File: config.mk
export PLATFORM = sky130hd
export DESIGN_NAME = dir_input_flat
export DESIGN_NICKNAME = d
export VERILOG_FILES = /design/src/rtl/dir_input_if.sv /design/src/rtl/dir_input.sv /design/src/flat_wrapper.sv
export SDC_FILE = /design/constraint.sdc
export NUM_CORES = 1
export LEC_CHECK = 0
export ABC_AREA = 1
export CELL_PAD_IN_SITES_DETAIL_PLACEMENT = 1
export CELL_PAD_IN_SITES_GLOBAL_PLACEMENT = 1
export CORE_MARGIN = 2
export CORE_UTILIZATION = 47
export DETAILED_ROUTE_END_ITERATION = 10
export GPL_ROUTABILITY_DRIVEN = 0
export PLACE_DENSITY = 0.78
export SLEW_MARGIN = 20
export SYNTH_ARGS = -nofsm -noshare
export SYNTH_HDL_FRONTEND = slang
export SYNTH_SLANG_ARGS = --single-unit
File: constraint.sdc
create_clock -name clk -period 1.8 [get_ports clk]
set_input_delay 0.18 -clock clk [delete_from_list [all_inputs] [get_ports clk]]
set_output_delay 0.18 -clock clk [all_outputs]
set_load 0.005 [all_outputs]
File: src/rtl/dir_input_if.sv
// Direction-input bus: raw buttons and game-step tick in, committed
// direction strobes and status out.
interface dir_input_if;
  logic [3:0] btn;
  logic       step;
  logic [3:0] mov;
  logic [1:0] dir;
  logic       pending_valid;

  // Master drives buttons and the step tick and observes the result.
  modport master (
    output btn,
    output step,
    input  mov,
    input  dir,
    input  pending_valid
  );

  // Slave is the direction-input block itself.
  modport slave (
    input  btn,
    input  step,
    output mov,
    output dir,
    output pending_valid
  );
endinterface

File: src/rtl/dir_input.sv
// Snake direction input stage: synchronises and debounces four raw
// buttons, turns presses into at most one queued turn, and commits that
// turn on the game-step tick as a one-cycle one-hot mov strobe.
// Direction encoding: 0 right, 1 down, 2 left, 3 up.
module dir_input #(
  parameter int DEBOUNCE_CYCLES = 500000,
  parameter int CNT_W           = $clog2(DEBOUNCE_CYCLES)
) (
  input logic        clk,
  input logic        rst,
  dir_input_if.slave bus
);

  localparam logic [CNT_W-1:0] CNT_LAST = CNT_W'(DEBOUNCE_CYCLES - 1);
  localparam logic [CNT_W-1:0] CNT_ONE  = CNT_W'(1);

  logic [3:0]            syncMeta_q;
  logic [3:0]            sync_q;
  logic [3:0]            deb_q, deb_d;
  logic [3:0]            debDly_q;
  logic [3:0][CNT_W-1:0] cnt_q, cnt_d;

  logic [1:0]            dir_q, dir_d;
  logic [1:0]            pend_q, pend_d;
  logic                  pendValid_q, pendValid_d;
  logic [3:0]            mov_q, mov_d;

  logic [3:0]            press;
  logic                  pressFound;
  logic [1:0]            pressDir;
  logic                  commit;
  logic [1:0]            refDir;
  logic                  accept;

  // Two-flop synchroniser bringing the asynchronous buttons into clk.
  always_ff @(posedge clk or negedge rst) begin
    if (!rst) begin
      syncMeta_q <= '0;
      sync_q     <= '0;
    end else begin
      syncMeta_q <= bus.btn;
      sync_q     <= syncMeta_q;
    end
  end

  // Accept a new level only after it has differed for DEBOUNCE_CYCLES edges.
  always_comb begin
    deb_d = deb_q;
    cnt_d = '0;
    for (int i = 0; i < 4; i++) begin
      if (sync_q[i] != deb_q[i]) begin
        if (cnt_q[i] == CNT_LAST) begin
          deb_d[i] = sync_q[i];
        end else begin
          cnt_d[i] = cnt_q[i] + CNT_ONE;
        end
      end
    end
  end

  // Debounced levels, their delayed copy for edge detection, and counters.
  always_ff @(posedge clk or negedge rst) begin
    if (!rst) begin
      deb_q    <= '0;
      debDly_q <= '0;
      cnt_q    <= '0;
    end else begin
      deb_q    <= deb_d;
      debDly_q <= deb_q;
      cnt_q    <= cnt_d;
    end
  end

  // Pick the lowest-index rising press; releases never count as events.
  always_comb begin
    press      = deb_q & ~debDly_q;
    pressFound = 1'b1;
    pressDir   = 2'd0;
    if (press[0]) begin
      pressDir = 2'd0;
    end else if (press[1]) begin
      pressDir = 2'd1;
    end else if (press[2]) begin
      pressDir = 2'd2;
    end else if (press[3]) begin
      pressDir = 2'd3;
    end else begin
      pressFound = 1'b0;
    end
  end

  // Commit the pending turn on step and decide whether the press is queued.
  always_comb begin
    commit      = bus.step & pendValid_q;
    refDir      = commit ? pend_q : dir_q;
    accept      = pressFound
                  && (pressDir != refDir)
                  && (pressDir != (refDir ^ 2'b10))
                  && !(pendValid_q && !bus.step);
    dir_d       = dir_q;
    mov_d       = '0;
    pend_d      = pend_q;
    pendValid_d = pendValid_q;
    if (commit) begin
      dir_d       = pend_q;
      mov_d       = 4'b0001 << pend_q;
      pendValid_d = 1'b0;
    end
    if (accept) begin
      pend_d      = pressDir;
      pendValid_d = 1'b1;
    end
  end

  // Committed direction, pending turn and the mov strobe register.
  always_ff @(posedge clk or negedge rst) begin
    if (!rst) begin
      dir_q       <= 2'd0;
      pend_q      <= 2'd0;
      pendValid_q <= 1'b0;
      mov_q       <= '0;
    end else begin
      dir_q       <= dir_d;
      pend_q      <= pend_d;
      pendValid_q <= pendValid_d;
      mov_q       <= mov_d;
    end
  end

  assign bus.mov           = mov_q;
  assign bus.dir           = dir_q;
  assign bus.pending_valid = pendValid_q;

endmodule

File: src/flat_wrapper.sv
// flat-port wrapper written by rule: the top's interface ports become plain ports
module dir_input_flat 
#(
  parameter int DEBOUNCE_CYCLES = 500000,
  parameter int CNT_W           = $clog2(DEBOUNCE_CYCLES)
)
  (clk, rst, bus_btn, bus_step, bus_mov, bus_dir, bus_pending_valid);
  dir_input_if bus_i ();
  input logic clk;
  input logic rst;
  input wire logic [$bits(bus_i.btn)-1:0] bus_btn;
  input wire logic [$bits(bus_i.step)-1:0] bus_step;
  output wire logic [$bits(bus_i.mov)-1:0] bus_mov;
  output wire logic [$bits(bus_i.dir)-1:0] bus_dir;
  output wire logic [$bits(bus_i.pending_valid)-1:0] bus_pending_valid;
  assign bus_i.btn = bus_btn;
  assign bus_i.step = bus_step;
  assign bus_mov = bus_i.mov;
  assign bus_dir = bus_i.dir;
  assign bus_pending_valid = bus_i.pending_valid;
  dir_input #(.DEBOUNCE_CYCLES(DEBOUNCE_CYCLES), .CNT_W(CNT_W)) u_core (.clk(clk), .rst(rst), .bus(bus_i));
endmodule
==> flow_summary.yaml, run 1 <==
status:
  outcome: "complete, no violations"
yosys:
  netlist_instances: 657
  yosys-top-cells-area: "dfrtp_1, nand2_1, nor2_1, inv_1, xor2_1"
  synth_seq_area_share_pct: 48.5
  postSynthAreaPerCell_sq_um: 7.93
  synth-edff-count: 0
  yosysTopAreaCell: "dfrtp_1"
  ys.flop_type: "dfrtp_1"
  synth_nets: 668
  yosys_register_bits: 101
  ys_async_sr_fraction_pct: 100
  yosysUniqueCellTypes: 29
  yosys_warnings: 0
  synth_top_area_share_pct: 48.5
  synth_area_sq_um: 5210
routing:
  vias: 4211
  drtPass1Iterations: 4
  routedWlPerCell_um: 14.5
  viasPerCell: 5.07
  wl_um: 12000
  ant_nets: 0
  drc: 0
  drt_iter0_markers: 101
floorplan:
  die_area_sq_um: 11900
  core_sq_um: 10800
  die_w_um: 109
  rows: 38
  die_y_um: 109
  initial_utilization_pct: 48.0
  io_pins: 14
timing:
  rsz0062_at_grt: "no"
  tightest_slew_ns: 0.512
  hold_viol: 0
  post-route-min-period_ns: 1.64
  finalMaxSlewViolations: 0
  fmax_mhz: 611
  period_share_pct: 90.9
  final-setup-viol-count: 0
  holdWs_ns: 0.235
  finalSetupTns_ns: 0
  slew_headroom_pct: 65.9
  setup_slack_ns: 0.163
  fin_skew_ns: 0.0135
global_route:
  grt_overflow: 0
  antenna_found_initial: 0
  grt_max_degree: 37
  grt_first_pass_wirelength_um: 21000
  grt_pass1_vias: 4464
  grt_use_total_pct: 22.5
cts:
  cts.sinks: 101
  clkTransAtPathRegs_ns: 0.10
  cts_tree: "built"
  cts_buffers: 9
  root_buffer: "clkbuf_8"
  clk_path_buf_depth: 2
  cts-htree-levels: 3
  clk_latency_ns: 0.38
place:
  io_buffers: 13
  dp_worst_setup_slack_ns: 0.0854
  dp_hpwl_um: 9260
  dp_cells: 813
setup_path:
  critical_path_arrival_ns: 1.92
  r2r.worst_path.cells: 8
  crit_type: "flop to flop"
  path_max_fanout: 5
  start_kind: "flop"
  required_ns: 2.08
  crit_path_end_kind: "flop"
power:
  seqPwrFrac_pct: 59.0
  p_comb_share_pct: 4.1
  clkPwrFrac_pct: 37.0
  ir_drop_mv: 0.705
  power_density_nw_per_um2: 684
  switching_share_pct: 23.3
  p_int_mw: 3.02
  p_leak_nw: 2.65
  p_switching_mw: 0.917
final_layout:
  nets: 696
  multi_input_comb_area_sq_um: 2370
  register_area_sq_um: 2530
  nFillCells: 1365
  num_antenna_cells: 0
  drive_gt1_share_pct: 9.57
  finish.utilization_pct: 53.1
  layout.cells.non_filler: 830
  area_growth_pct: 10.6
job:
  cap_violations: 0
min_path:
  hp-class: "primary input to flop"
  whs_path_depth: 1
[layout by cell type (no fill, tap or decap), drive strengths merged, types with 2 or more instances in the layout]
cell           synthesis  final
nand2                158    158
nor2                 158    158
dfrtp                101    101
inv                   84     84
nand3                 45     45
xor2                  29     29
nor3                  19     19
a21oi                 18     18
nand4                 13     13
clkdlybuf4s50          0     12
clkbuf                 1     12
o21ai                  9      9
xnor2                  7      7
nor3b                  6      6
buf                    0      5
ha                     4      4
nand3b                 2      2
clkinv                 0      2
[power by group through the flow]
| stage | registers [mW] | clock network, mW | logic [mW] |
|---|---|---|---|
| 4_1_cts | 2.32 | 1.52 | 0.166 |
| 3_5_place_dp | 2.37 | 0 | 0.164 |
| 3_3_place_gp | 2.37 | 0 | 0.158 |
| 2_1_floorplan | 2.36 | 0 | 0.0690 |
| 5_1_grt | 2.33 | 1.61 | 0.186 |
| 6_report | 2.32 | 1.46 | 0.160 |
[per-stage QoR]
stage	area, sq um	total power [mW]
2_1_floorplan	5210	2.43
5_1_grt	5760	4.13
4_1_cts	5750	4.01
3_5_place_dp	5550	2.53
3_3_place_gp	5550	2.53
6_report	5760	3.94
[critical path, cell delays in order, from the launching register on]
cell and delay [ns]:
dfrtp_1 0.39, ha_1 0.25, nand2_1 0.09, nor2_1 0.15, nand3_1 0.14, nor2_1 0.22, nor2_1 0.15, nand2_1 0.10
nor2_1 0.05
[area by class of cell]
| cell class | instances | area share, % |
|---|---|---|
| tap | 140 | 3.04 |
| timing repair buffer | 18 | 3.13 |
| multi-input combinational | 471 | 41.1 |
| clock buffer | 12 | 2.52 |
| sequential | 101 | 43.9 |
| clock inverter | 4 | 0.826 |
| inverter | 84 | 5.47 |
[sequential cells by signal (all words and copies together) (netlist names)]
| signal | count |
|---|---|
| u_core.cnt_q | 76 |
| u_core.sync_q | 4 |
| u_core.syncMeta_q | 4 |
| u_core.deb_q | 4 |
| u_core.bus.dir | 2 |
| u_core.bus.pending_valid | 1 |
| u_core.pend_q | 2 |
| u_core.bus.mov | 4 |
| u_core.debDly_q | 4 |
[worst paths after layout]
path | from | to | slack [ns]
worst max-delay path | u_core.cnt_q[57] | u_core.cnt_q[75] | 0.16
worst min-delay path | bus_btn[3] | u_core.syncMeta_q[3] | 0.24
worst max register to register | u_core.cnt_q[57] | u_core.cnt_q[75] | 0.16
worst min register to register | u_core.syncMeta_q[2] | u_core.sync_q[2] | 0.35
max in group asynchronous | rst | u_core.cnt_q[26] | 0.85
min in group asynchronous | rst | u_core.cnt_q[69] | 0.30
[routing by layer]
metal	wire length (um)	share of wire, %	GRT usage (%)	vias to the layer above
li1	-	-	-	2099
met1	5710	47	30.3	2075
met2	5980	50	37.7	29
met3	266	2.2	5.02	8
met4	70	0.58	4.52	0
met5	0	0	0	-
[synthesized netlist by cell type (8+ instances only)]
cell type  instances
nor2_1           141
xor2_1            29
inv_1             78
nand2_1          149
a21oi_1           16
nand4_1           13
nor3_1            16
nor2_4             8
dfrtp_1          101
nand3_1           40
nor2_2             8
o21ai_0            8
[cell families (layout without fill, tap and decap cells)]
family	Yosys count	in the layout	share of synthesized area, %
compound gates	29	29	3.12
flops	101	101	48.5
buf+inv	85	118	6.13
mux	1	1	0.192
xor+xnor	36	36	6.05
fa+ha+maj	4	4	0.961
simple gates	401	401	35.0
[repair_timing]
item	4_1_cts	5_1_grt
endpoints found under the setup margin	0	11
buffers inserted	0	0
hold endpoints to repair	32	0
hold buffers	1	0
resized for setup	0	3
Power figures use the tool's default switching activity.
==> run 2, diff against run 1 <==
--- a/config.mk
+++ b/config.mk
@@ -13,7 +13,6 @@
 export DETAILED_ROUTE_END_ITERATION = 10
 export GPL_ROUTABILITY_DRIVEN = 0
 export PLACE_DENSITY = 0.78
-export SLEW_MARGIN = 20
 export SYNTH_ARGS = -nofsm -noshare
 export SYNTH_HDL_FRONTEND = slang
 export SYNTH_SLANG_ARGS = --single-unit
==> results of run 2 <==
No change in the layout: final DEF, timing and power equal those of run 1.
==> run 3, diff against run 2 <==
--- a/config.mk
+++ b/config.mk
@@ -12,7 +12,7 @@
 export CORE_UTILIZATION = 47
 export DETAILED_ROUTE_END_ITERATION = 10
 export GPL_ROUTABILITY_DRIVEN = 0
-export PLACE_DENSITY = 0.78
+export PLACE_DENSITY_LB_ADDON = 0.1
 export SYNTH_ARGS = -nofsm -noshare
 export SYNTH_HDL_FRONTEND = slang
 export SYNTH_SLANG_ARGS = --single-unit
==> flow_summary.yaml, run 3 (synthesis gave the netlist of run 1 again) <==
power:
  switching_share_pct: 22.1
  clkPwrFrac_pct: 39.6
  p_comb_share_pct: 4.1
  ir_drop_mv: 0.577
  p_switching_mw: 0.912
  power_density_nw_per_um2: 708
  seqPwrFrac_pct: 56.4
  total_power_mw: 4.12
  p_leak_nw: 2.69
  p_int_mw: 3.21
min_path:
  hp-class: "primary input to flop"
place:
  io_buffers: 13
  dp_worst_setup_slack_ns: 0.113
  placed_area_sq_um: 5580
  dp_hpwl_um: 9250
setup_path:
  crit_type: "flop to flop"
  required_ns: 2.09
  crit_path_end_kind: "flop"
  critical_path_arrival_ns: 1.88
  start_kind: "flop"
  path_max_fanout: 5
routing:
  routedWlPerCell_um: 14.5
  drtPass1Iterations: 4
  viasPerCell: 5.12
  drc: 0
  ant_nets: 0
  vias: 4258
  wl_um: 12100
  drt_iter0_markers: 164
floorplan:
  core_sq_um: 10800
  rows: 38
  die_w_um: 109
  initial_utilization_pct: 48.0
  die_y_um: 109
  die_area_sq_um: 11900
  io_pins: 14
timing:
  slew_headroom_pct: 64.0
  fin_skew_ns: 0.0111
  setup_slack_ns: 0.213
  period_share_pct: 88.2
  post-route-min-period_ns: 1.59
  finalMaxSlewViolations: 0
  finalSetupTns_ns: 0
  rsz0062_at_grt: "no"
  final-setup-viol-count: 0
  fmax_mhz: 630
  holdWs_ns: 0.233
  tightest_slew_ns: 0.540
  hold_viol: 0
cts:
  clk_latency_ns: 0.37
  cts.sinks: 101
  root_buffer: "clkbuf_8"
  clkTransAtPathRegs_ns: 0.10
  clk_path_buf_depth: 2
  cts-htree-levels: 3
  cts_buffers: 9
  cts_setup_buffers: 0
  cts_tree: "built"
final_layout:
  area_growth_pct: 11.7
  num_antenna_cells: 0
  final_cell_mix: "nand2_1, nor2_1, dfrtp_1, inv_1, nand3_1"
  drive_gt1_share_pct: 9.83
  final_common_cell: "nand2_1"
  fin_area_sq_um: 5820
  largest_reg_flops: 76
  regMostFlops: "u_core.cnt_q"
  nets: 698
global_route:
  grt_overflow: 0
  grt_pass1_vias: 4598
  grt_first_pass_wirelength_um: 21100
  antenna_found_initial: 0
  grt_use_total_pct: 22.7
  grt_max_degree: 40
status:
  outcome: "complete, no violations"
job:
  cap_violations: 0
run 3: changes by cell type in the layout (fill, tap and decap cells not counted), sizes merged:
cell | before | now
clkinvlp | 1 | 0
bufinv | 1 | 2
buf | 5 | 7
run 3: final cells by class:
type / count / area (sq um)
Multi-Input combinational cell: 471 / 2370
Tap cell: 140 / 175
Fill cell: 1364 / 5020
Clock buffer: 12 / 155
Clock inverter: 4 / 70.1
Sequential cell: 101 / 2530
Timing Repair Buffer: 20 / 208
Inverter: 84 / 315
run 3: path summary, 6_finish.rpt:
path	depth (start not counted)	slack (ns)	start	end
max in group asynchronous	3	0.87	rst	u_core.cnt_q[29]
min reg2reg	0	0.36	u_core.syncMeta_q[2]	u_core.sync_q[2]
min	1	0.23	bus_btn[1]	u_core.syncMeta_q[1]
min in group asynchronous	2	0.33	rst	u_core.cnt_q[66]
max	8	0.21	u_core.cnt_q[19]	u_core.cnt_q[35]
max reg2reg	8	0.21	u_core.cnt_q[19]	u_core.cnt_q[35]
run 3: metal layers:
layer	vias to the layer above	routed length (um)	global-route usage [%]
met4	0	114	5.52
met3	12	304	5.20
met2	39	6180	41.0
met5	-	0	0
li1	2102	-	-
met1	2105	5500	27.4
run 3: critical path, cell delays in order, from the launching register on:
cell and delay (ns):
dfrtp_1 0.42, ha_1 0.27, nand2_2 0.15, nor2_8 0.05
inv_1 0.09, nor2_1 0.06, a21oi_2 0.24, nand2_1 0.10
nor2_1 0.12
run 3: per-stage QoR:
| stage | utilization, % | std cells |
|---|---|---|
| 6_report | 53.7 | 832 |
| 5_1_grt | 53.7 | 832 |
| 4_1_cts | 53.6 | 832 |
| 3_5_place_dp | 51.4 | 815 |
| 3_3_place_gp | 51.4 | 815 |
| 2_1_floorplan | - | 657 |
run 3: power by group through the flow:
stage	Sequential (mW)	Clock, mW	Combinational [mW]
5_1_grt	2.33	1.78	0.194
4_1_cts	2.32	1.68	0.173
2_1_floorplan	2.36	0	0.0690
3_5_place_dp	2.37	0	0.170
3_3_place_gp	2.37	0	0.164
6_report	2.32	1.63	0.167
run 3: what timing repair did:
item,in CTS,in global routing
hold buffers,1,0
resized for setup,0,2
setup endpoints to repair,0,6
endpoints found under the hold margin,36,0
